==> src/rtl/bus_arbiter_mc.sv <==
`default_nettype none
// ============================================================================
//  Module   : bus_arbiter_mc
//  Purpose  : N-master arbiter/controller between the caches and the single
//             AXI interface controller. Latches pulsed requests, arbitrates
//             with fixed or round-robin priority, issues one line transaction
//             downstream at a time, returns data/ready to the winner and
//             times out transactions the interface never completes.
//  Ports    : clk, rst_n (sync, active-low)
//             m_req_i/m_rw_i/m_addr_i/m_wdata_i   per-master request side
//             m_ready_o/m_err_o/m_rdata_o         per-master response side
//             stall_i                             blocks new grants only
//             bc_valid_req_o/bc_rw_o/bc_addr_o/bc_data_o  downstream request
//             axi_data_i/axi_rd_over_i/axi_wr_over_i      downstream completion
//             busy_o                              high whenever not IDLE
//  Revision : 1.0  initial release
// ============================================================================
module bus_arbiter_mc #(
    parameter int NUM_M   = 3,
    parameter int AW      = 32,
    parameter int DW      = 128,
    parameter int RR_MODE = 0,
    parameter int TIMEOUT = 1024
) (
    input  logic                clk,
    input  logic                rst_n,
    input  logic [NUM_M-1:0]    m_req_i,
    input  logic [NUM_M-1:0]    m_rw_i,
    input  logic [NUM_M*AW-1:0] m_addr_i,
    input  logic [NUM_M*DW-1:0] m_wdata_i,
    output logic [NUM_M-1:0]    m_ready_o,
    output logic [NUM_M-1:0]    m_err_o,
    output logic [DW-1:0]       m_rdata_o,
    input  logic                stall_i,
    output logic                bc_valid_req_o,
    output logic                bc_rw_o,
    output logic [AW-1:0]       bc_addr_o,
    output logic [DW-1:0]       bc_data_o,
    input  logic [DW-1:0]       axi_data_i,
    input  logic                axi_rd_over_i,
    input  logic                axi_wr_over_i,
    output logic                busy_o
);

    localparam int IW = $clog2(NUM_M);
    localparam int CW = (TIMEOUT > 2) ? $clog2(TIMEOUT) : 1;
    localparam logic [CW-1:0] TO_LAST = CW'(TIMEOUT - 1);

    typedef enum logic [1:0] {
        S_IDLE  = 2'd0,
        S_ISSUE = 2'd1,
        S_WAIT  = 2'd2,
        S_RESP  = 2'd3
    } state_t;

    state_t           state;
    state_t           state_next;

    logic [NUM_M-1:0] pending;
    logic [NUM_M-1:0] req_vec;
    logic [IW-1:0]    rr_ptr;
    logic [IW-1:0]    ptr_mod;
    logic [IW-1:0]    win_fixed;
    logic [IW-1:0]    win_rr;
    logic             rr_found;
    logic [IW-1:0]    win_sel;
    logic [IW-1:0]    winner;
    logic [NUM_M-1:0] win_onehot;
    logic [CW-1:0]    to_cnt;
    logic             over_hit;
    logic             grant;
    logic             done_ok;
    logic             done_to;
    logic             cnt_inc;
    logic             err_q;

    // A pulse arriving in the same cycle as the grant decision is honoured
    // without waiting for it to land in the pending register.
    assign req_vec    = pending | m_req_i;
    assign win_onehot = NUM_M'(1) << winner;
    // Only the completion matching the outstanding direction counts.
    assign over_hit   = bc_rw_o ? axi_rd_over_i : axi_wr_over_i;

    // Fixed priority: lowest index wins (loop runs high to low so the
    // lowest requester is the last assignment).
    always_comb begin
        win_fixed = '0;
        for (int i = NUM_M - 1; i >= 0; i--) begin
            if (req_vec[i]) win_fixed = IW'(i);
        end
    end

    // Round robin: first requester after the pointer, modulo NUM_M. Pointer
    // codes at or above NUM_M fold back into range first.
    always_comb begin
        if ({1'b0, rr_ptr} >= (IW+1)'(NUM_M)) begin
            ptr_mod = IW'({1'b0, rr_ptr} - (IW+1)'(NUM_M));
        end else begin
            ptr_mod = rr_ptr;
        end
        win_rr   = '0;
        rr_found = 1'b0;
        for (int j = 1; j <= NUM_M; j++) begin
            for (int i = 0; i < NUM_M; i++) begin
                if (!rr_found && req_vec[i] && (i == (int'(ptr_mod) + j) % NUM_M)) begin
                    rr_found = 1'b1;
                    win_rr   = IW'(i);
                end
            end
        end
    end

    assign win_sel = (RR_MODE != 0) ? win_rr : win_fixed;

    // State register
    always_ff @(posedge clk) begin
        if (!rst_n) begin
            state <= S_IDLE;
        end else begin
            state <= state_next;
        end
    end

    // Next state and state-decoded outputs
    always_comb begin
        state_next     = state;
        grant          = 1'b0;
        done_ok        = 1'b0;
        done_to        = 1'b0;
        cnt_inc        = 1'b0;
        bc_valid_req_o = 1'b0;
        m_ready_o      = '0;
        m_err_o        = '0;
        busy_o         = (state != S_IDLE);
        case (state)
            S_IDLE: begin
                if (!stall_i && (req_vec != '0)) begin
                    grant      = 1'b1;
                    state_next = S_ISSUE;
                end
            end
            S_ISSUE: begin
                bc_valid_req_o = 1'b1;
                if (over_hit) begin
                    done_ok    = 1'b1;
                    state_next = S_RESP;
                end else begin
                    state_next = S_WAIT;
                end
            end
            S_WAIT: begin
                // A real completion takes precedence over an expiring timer.
                if (over_hit) begin
                    done_ok    = 1'b1;
                    state_next = S_RESP;
                end else if ((TIMEOUT != 0) && (to_cnt == TO_LAST)) begin
                    done_to    = 1'b1;
                    state_next = S_RESP;
                end else begin
                    cnt_inc    = 1'b1;
                end
            end
            S_RESP: begin
                m_ready_o  = win_onehot;
                m_err_o    = err_q ? win_onehot : '0;
                state_next = S_IDLE;
            end
            default: begin
                state_next = S_IDLE;
            end
        endcase
    end

    // Datapath: pending flags, grant capture, timer, response data
    always_ff @(posedge clk) begin
        if (!rst_n) begin
            pending   <= '0;
            rr_ptr    <= IW'(NUM_M - 1);
            winner    <= '0;
            to_cnt    <= '0;
            bc_rw_o   <= 1'b0;
            bc_addr_o <= '0;
            bc_data_o <= '0;
            m_rdata_o <= '0;
            err_q     <= 1'b0;
        end else begin
            // New requests are OR-ed in after the clear so a re-request in
            // the response cycle is not lost.
            pending <= (pending & ~((state == S_RESP) ? win_onehot : '0)) | m_req_i;
            if (grant) begin
                winner    <= win_sel;
                rr_ptr    <= win_sel;
                to_cnt    <= '0;
                bc_rw_o   <= m_rw_i[win_sel];
                bc_addr_o <= m_addr_i[win_sel*AW +: AW];
                bc_data_o <= m_wdata_i[win_sel*DW +: DW];
            end
            if (cnt_inc) begin
                to_cnt <= to_cnt + 1'b1;
            end
            if (done_ok || done_to) begin
                err_q <= done_to;
            end
            // Writes leave the shared read line untouched.
            if (done_ok && bc_rw_o) begin
                m_rdata_o <= axi_data_i;
            end else if (done_to) begin
                m_rdata_o <= '0;
            end
        end
    end

endmodule
`default_nettype wire

==> config.mk <==
export PLATFORM = sky130hd
export DESIGN_NAME = bus_arbiter_mc
export DESIGN_NICKNAME = d
export VERILOG_FILES = /design/src/rtl/bus_arbiter_mc.sv
export SDC_FILE = /design/constraint.sdc
export NUM_CORES = 1
export LEC_CHECK = 0
export BUFFER_PORTS_ARGS = -buffer_cell sky130_fd_sc_hd__buf_2
export CORE_AREA = 5 5 353 355
export DETAILED_ROUTE_END_ITERATION = 8
export DIE_AREA = 0 0 358 360
export GPL_TIMING_DRIVEN = 1
export SYNTH_ARGS = -nofsm -noshare
export SYNTH_HDL_FRONTEND = slang
export SYNTH_SLANG_ARGS = --single-unit
==> constraint.sdc <==
create_clock -name clk -period 2.02 [get_ports clk]
set_clock_uncertainty 0.15 [all_clocks]
set_input_delay 0 -clock clk [delete_from_list [all_inputs] [get_ports clk]]
set_output_delay 0 -clock clk [all_outputs]
set_load 0.005 [all_outputs]
## Word-level counts from Yosys, hierarchy flattened

Cells that the tools add are included.

- Bits in registers: 307
- Input bits: 619
- Output and inout bits: 297
- Logic and storage cells: 64

- $add $sub $neg: 1
- $lt $le $gt $ge: 1
- Eq/ne operators: 6
- Shift operators: 3
- Multiplexer cells: 29
- Bitwise gates (word level): 4
- Reduce and logical (&&, ||, !) cells: 11

Operators by type and width:

| kind | count |
|---|---|
| indexed part select 384 x 10 -> 128 bit | 1 |
| two-way mux 128 bit | 2 |
| indexed part select 96 x 8 -> 32 bit | 1 |
| two-way mux 10 bit | 2 |
| two-way mux 1 bit | 14 |
| two-way mux 2 bit | 6 |
| adder 10 x 1 -> 10 bit (second input constant) | 1 |
| == test 10 bit (second input constant) | 1 |
| two-way mux 3 bit | 3 |
| one-hot mux 2 bit (4 select lines) | 1 |
| bitwise OR 3 bit | 2 |
| nonzero test 2 bit | 3 |
| == test 2 bit (second input constant) | 2 |
| bitwise AND 3 bit | 1 |
| less-than comparator 2 x 3 -> 1 bit (second input constant) | 1 |
| inequality test 3 bit (second input constant) | 1 |
| inverter 3 bit | 1 |
| nonzero test 3 bit | 1 |
| << shifter 1 x 2 -> 3 bit (first input constant) | 1 |
| binary-select mux 1 bit (select 2 bit) | 1 |
| == test 2 x 1 -> 1 bit (second input constant) | 1 |
| logical AND 1 bit | 2 |
| logical NOT 2 bit | 1 |
| inequality test 2 bit (second input constant) | 1 |
| 4 further kinds | 4 |

## Depth between registers and ports, before layout

- Depth after elaboration: 7
- Mapped depth: 9
- Depth with buffers taken out: 6

## Worst setup path before layout

Ideal clock, no wire load.

- Path kind: register to register
- Start point: register state[0]
- End point: register m_rdata_o[100]
- Library setup time: 70 ps
- Data arrival time: 1806 ps
- Data required time: 1800 ps
- Path slack: -7 ps
- Stages on the path, launching flop included: 9
- Buffers on the path: 3
- Period minus slack after synthesis: 2027 ps
- Path through: dfxtp_1 -> inv_1 -> ha_1 -> and3_1 -> buf_2 -> clkbuf_1 -> clkbuf_1 -> nand2_1 -> a21oi_1

- Cells in the longest elaborated chain, start to end: 5
- Elaborated cells on any way between the ends: 8
- Those cells by class: 2 x eq/ne; 3 x mux; 3 x reduce/logical

Ends and longest elaborated chain:

| element | line | source |
|---|---|---|
| start: declaration | 56 | `state_t state;` |
| start signal: assignment | 120 | `state <= state_next;` |
| == test 2 bit / == test 2 x 1 -> 1 bit (equally long branches) | 135 | `case (state)` |
| OR reduction 2 bit (no source line) | - |  |
| two-way mux 1 bit | - |  |
| logical AND 1 bit | 205 | `if (done_ok && bc_rw_o) begin` |
| two-way mux 128 bit / nonzero test 2 bit (equally long branches) | - |  |
| end signal: assignment | 206 | `m_rdata_o <= axi_data_i;` |
| end: declaration | 33 | `output logic [DW-1:0] m_rdata_o,` |

Several ways; a longest one is shown, not always the timed one.
A chain may end at the register's enable or synchronous reset.

## Worst setup path after layout

- Start point: register pending[0]
- End point: register bc_data_o[49]

- Cells in the longest elaborated chain, start to end: 5
- Elaborated cells on any way between the ends: 7
- Those cells by class: 1 x shift; 3 x mux; 1 x bitwise; 2 x reduce/logical

Ends and longest elaborated chain:

| element | line | source |
|---|---|---|
| start: declaration | 59 | `logic [NUM_M-1:0] pending;` |
| start signal: assignment | 189 | `pending <= (pending & ~((state == S_RESP) ? win_onehot : '0)) \| m_req_i;` |
| bitwise OR 3 bit (*) | 79 | `assign req_vec = pending \| m_req_i;` |
| branches (longest 4 deep; another with indexed part select 384 x 10 -> 128 bit) | - |  |
| end signal: assignment | 196 | `bc_data_o <= m_wdata_i[win_sel*DW +: DW];` |
| end: declaration | 38 | `output logic [DW-1:0] bc_data_o,` |

Every way passes the cells marked *.

==> flow_summary.yaml <==
status:
  status: "finished with violations"
  violations: "setup timing"
final_layout:
  instances_no_fill: 5172
  syn2layout_area_growth_pct: 104
  design_area_um2: 31800
  layout.nets: 4096
  final_common_cell: "buf_2"
  multi_input_comb_area_um2: 8970
  fin_util: 0.262
  fill_cells: 12800
  mostFrequentLayoutCells: "911 x buf_2, 648 x dlygate4sd3_1, 304 x dfxtp_1, 167 x nand3_1, 161 x and3_1"
  final_layout_size_suffix_gt1_frac: 0.377
  area.sequential_um2: 6150
critical_path:
  crit_chain: "buf_4, nor2_4, buf_12, nand2_8, buf_12, a211oi_1, o31ai_1"
  slowest_stage: "a211oi_1"
  max_stage_delay_ns: 0.54
  critical_path_required_ns: 2.35
  arrival_ns: 2.42
  ff2ff_setup_slack_ns: -0.07
  path_buf_inv: 3
  start_kind: "flip-flop"
  rr_startpoint: "pending[0]$_SDFF_PN0_"
  reg2reg_to: "bc_data_o[49]$_SDFFE_PN0P_"
  critPathKind: "reg -> reg"
  path_max_fanout: 53
  cp_top_family: "compound AO/OA/AOI/OAI gates"
  r2r_cells: 7
  endpoint_kind: "flip-flop"
  path_common_cell: "buf_12"
timing:
  slew_headroom: 0.655
  timing.hold.ws_ns: 0.0944
  layout_setup_ws_ns: -0.0729
  finalHoldViolations: 0
  worst_slew_pin_slew_ns: 0.515
  rsz0062_at_grt: "yes"
  maxSlewViolCount: 0
  clock.fmax_mhz: 478
  fin_tns_setup_ns: -0.233
  setup_violations: 11
  post-route-period-util: 1.04
  fin_crit_ns: 2.09
min_path:
  hold_start: "m_wdata_i[381]"
  min_path_cells: 4
  min_path_type: "in -> reg"
  holdPathEnd: "bc_data_o[125]$_SDFFE_PN0P_"
clock_tree:
  cts_max_path_buffers: 3
  clk_pin_slew_worst_paths_ns: 0.06
  clock-root-buffer: "clkbuf_16"
  htreeDepth: 2
  cts_tree: "done"
  cts.sinks: 307
  cts_buffers: 41
  clk_latency_ns: 0.61
flow_run:
  cap_violations: 0
place:
  hpwl_um: 81300
  place_congestion: 0.893
  place_ws_ns: -0.238
  placed_cell_area_um2: 23000
  io_buffers: 915
  dp_cells: 4388
grt:
  grt_first_pass_wirelength_um: 157000
  track_usage: 0.162
  antenna_found_initial: 56
  grt_max_degree: 74
  grt_pass1_vias: 23000
  gr-total-overflow: 0
synth:
  yosysSeqAreaShare: 0.394
  syn_inst: 1921
  ys.flop_type: "dfxtp_1"
  mappedNetlistNets: 2546
  synthTopCellsByArea: "dfxtp_1 39%, a211oi_1 7.8%, o31ai_1 7.8%"
  yosys_warnings: 0
  async_flop_share: 0
  avgSynthCellArea_um2: 8.11
  synth_cell_type_count: 44
  synth.top_cell.area_share: 0.394
  synth_area_um2: 15600
  synth_enable_flop_cells: 0
  yosys.area.top_type: "dfxtp_1"
  ys_ff_latch: 307
floorplanning:
  core-area_um2: 121000
  die_h_um: 360
  die_w_um: 358
  io_pins: 916
  start_util: 0.129
  row_count: 128
  die-area_um2: 129000
detailed_routing:
  drc: 0
  routed_via_density: 4.34
  drtIter0Drc: 1764
  totalWireLength_um: 114000
  wl_per_cell_um: 22.0
  dr.pass1.iters: 8
  num_vias: 22400
  ant_nets: 0
power_and_ir_drop:
  peakVddDrop_mv: 0.486
  p_per_area_nw_per_um2: 715
  p_leak_nw: 14.2
  p_total_mw: 22.7
[timing repair]
item | 4_1_cts | 5_1_grt
hold buffers | 648 | 0
pin swaps | 5 | 4
setup endpoints to repair | 165 | 245
endpoints found under the hold margin | 307 | 0
resized for setup | 34 | 86
gates cloned | 4 | 8
setup buffers | 3 | 3
[kinds of logic (layout without fill, tap and decap cells)]
group / count (synthesis) / after routing / synth area share
DFF: 307 / 307 / 0.394
adders and majority gates: 6 / 6 / 0.00482
AOI/OAI and AO/OA: 611 / 611 / 0.274
other: 0 / 45 / 0
muxes: 5 / 5 / 0.00329
and+or+nand+nor: 773 / 775 / 0.260
buffers and inverters: 219 / 1798 / 0.0634
[where the power goes]
group          total [mW]  internal, mW  switching [mW]  leakage, nW
registers            7.36          6.88           0.476         2.50
clock network        7.36          4.12            3.24        0.632
logic                8.01          3.83            4.18         11.1
total                22.7          14.8            7.90         14.2
[flip-flops by register name, summed over array words and instances (netlist names)]
register,cells
bc_addr_o,32
winner,2
pending,3
state,2
to_cnt,10
m_rdata_o,128
err_q,1
bc_data_o,128
bc_rw_o,1
[layer usage]
layer	track usage	routed length, µm
met5	0	123
met1	0.182	42500
met2	0.270	53700
met4	0.101	7060
met3	0.0484	10200
[cell usage after synthesis, drive strengths merged, types with 2 or more instances]
cell and instances:
buf 68, inv 5, nor2b 6, dfxtp 307, and2 99, o21a 99
and3 164, o211ai 34, and3b 2, a21oi 133, ha 6, o21ai 9
and4 2, mux2i 4, or2 2, a311oi 3, clkbuf 146, nor2 170
o31ai 162, a31oi 2, nor3 4, a311o 3, nand4 4, nand3 169
a211oi 162, nand2 147
[worst register-to-register path: stages (launching register included)]
cell and delay (ns):
dfxtp_1 0.31, buf_4 0.14, nor2_4 0.24, buf_12 0.18
nand2_8 0.07, buf_12 0.17, a211oi_1 0.63, o31ai_1 0.10
[how the worst max path moves through the flow]
stage | from | end | slack (ns) | depth (start not counted)
final | pending[0]$_SDFF_PN0_ | bc_data_o[49]$_SDFFE_PN0P_ | -0.07 | 7
after CTS | state[0]$_SDFFE_PN0P_ | m_err_o[1] | -0.006 | 5
after detailed placement | pending[2]$_SDFF_PN0_ | bc_data_o[14]$_SDFFE_PN0P_ | -0.24 | 7
after floorplan | state[0]$_SDFFE_PN0P_ | m_rdata_o[100]$_SDFFE_PN0P_ | -0.007 | 8
after global routing | state[0]$_SDFFE_PN0P_ | bc_data_o[122]$_SDFFE_PN0P_ | -0.07 | 8
after global placement | pending[0]$_SDFF_PN0_ | bc_data_o[73]$_SDFFE_PN0P_ | -0.20 | 6
[layout make-up]
type	count	share of cell area
antenna	45	0.00354
clock buffer	55	0.0358
clock inverter	19	0.00547
inverter	5	0.000591
multi-input combinational	1397	0.282
sequential	307	0.194
tap	1625	0.0640
timing repair buffer	1719	0.415
No activity file was read; power rests on OpenSTA's default activity.
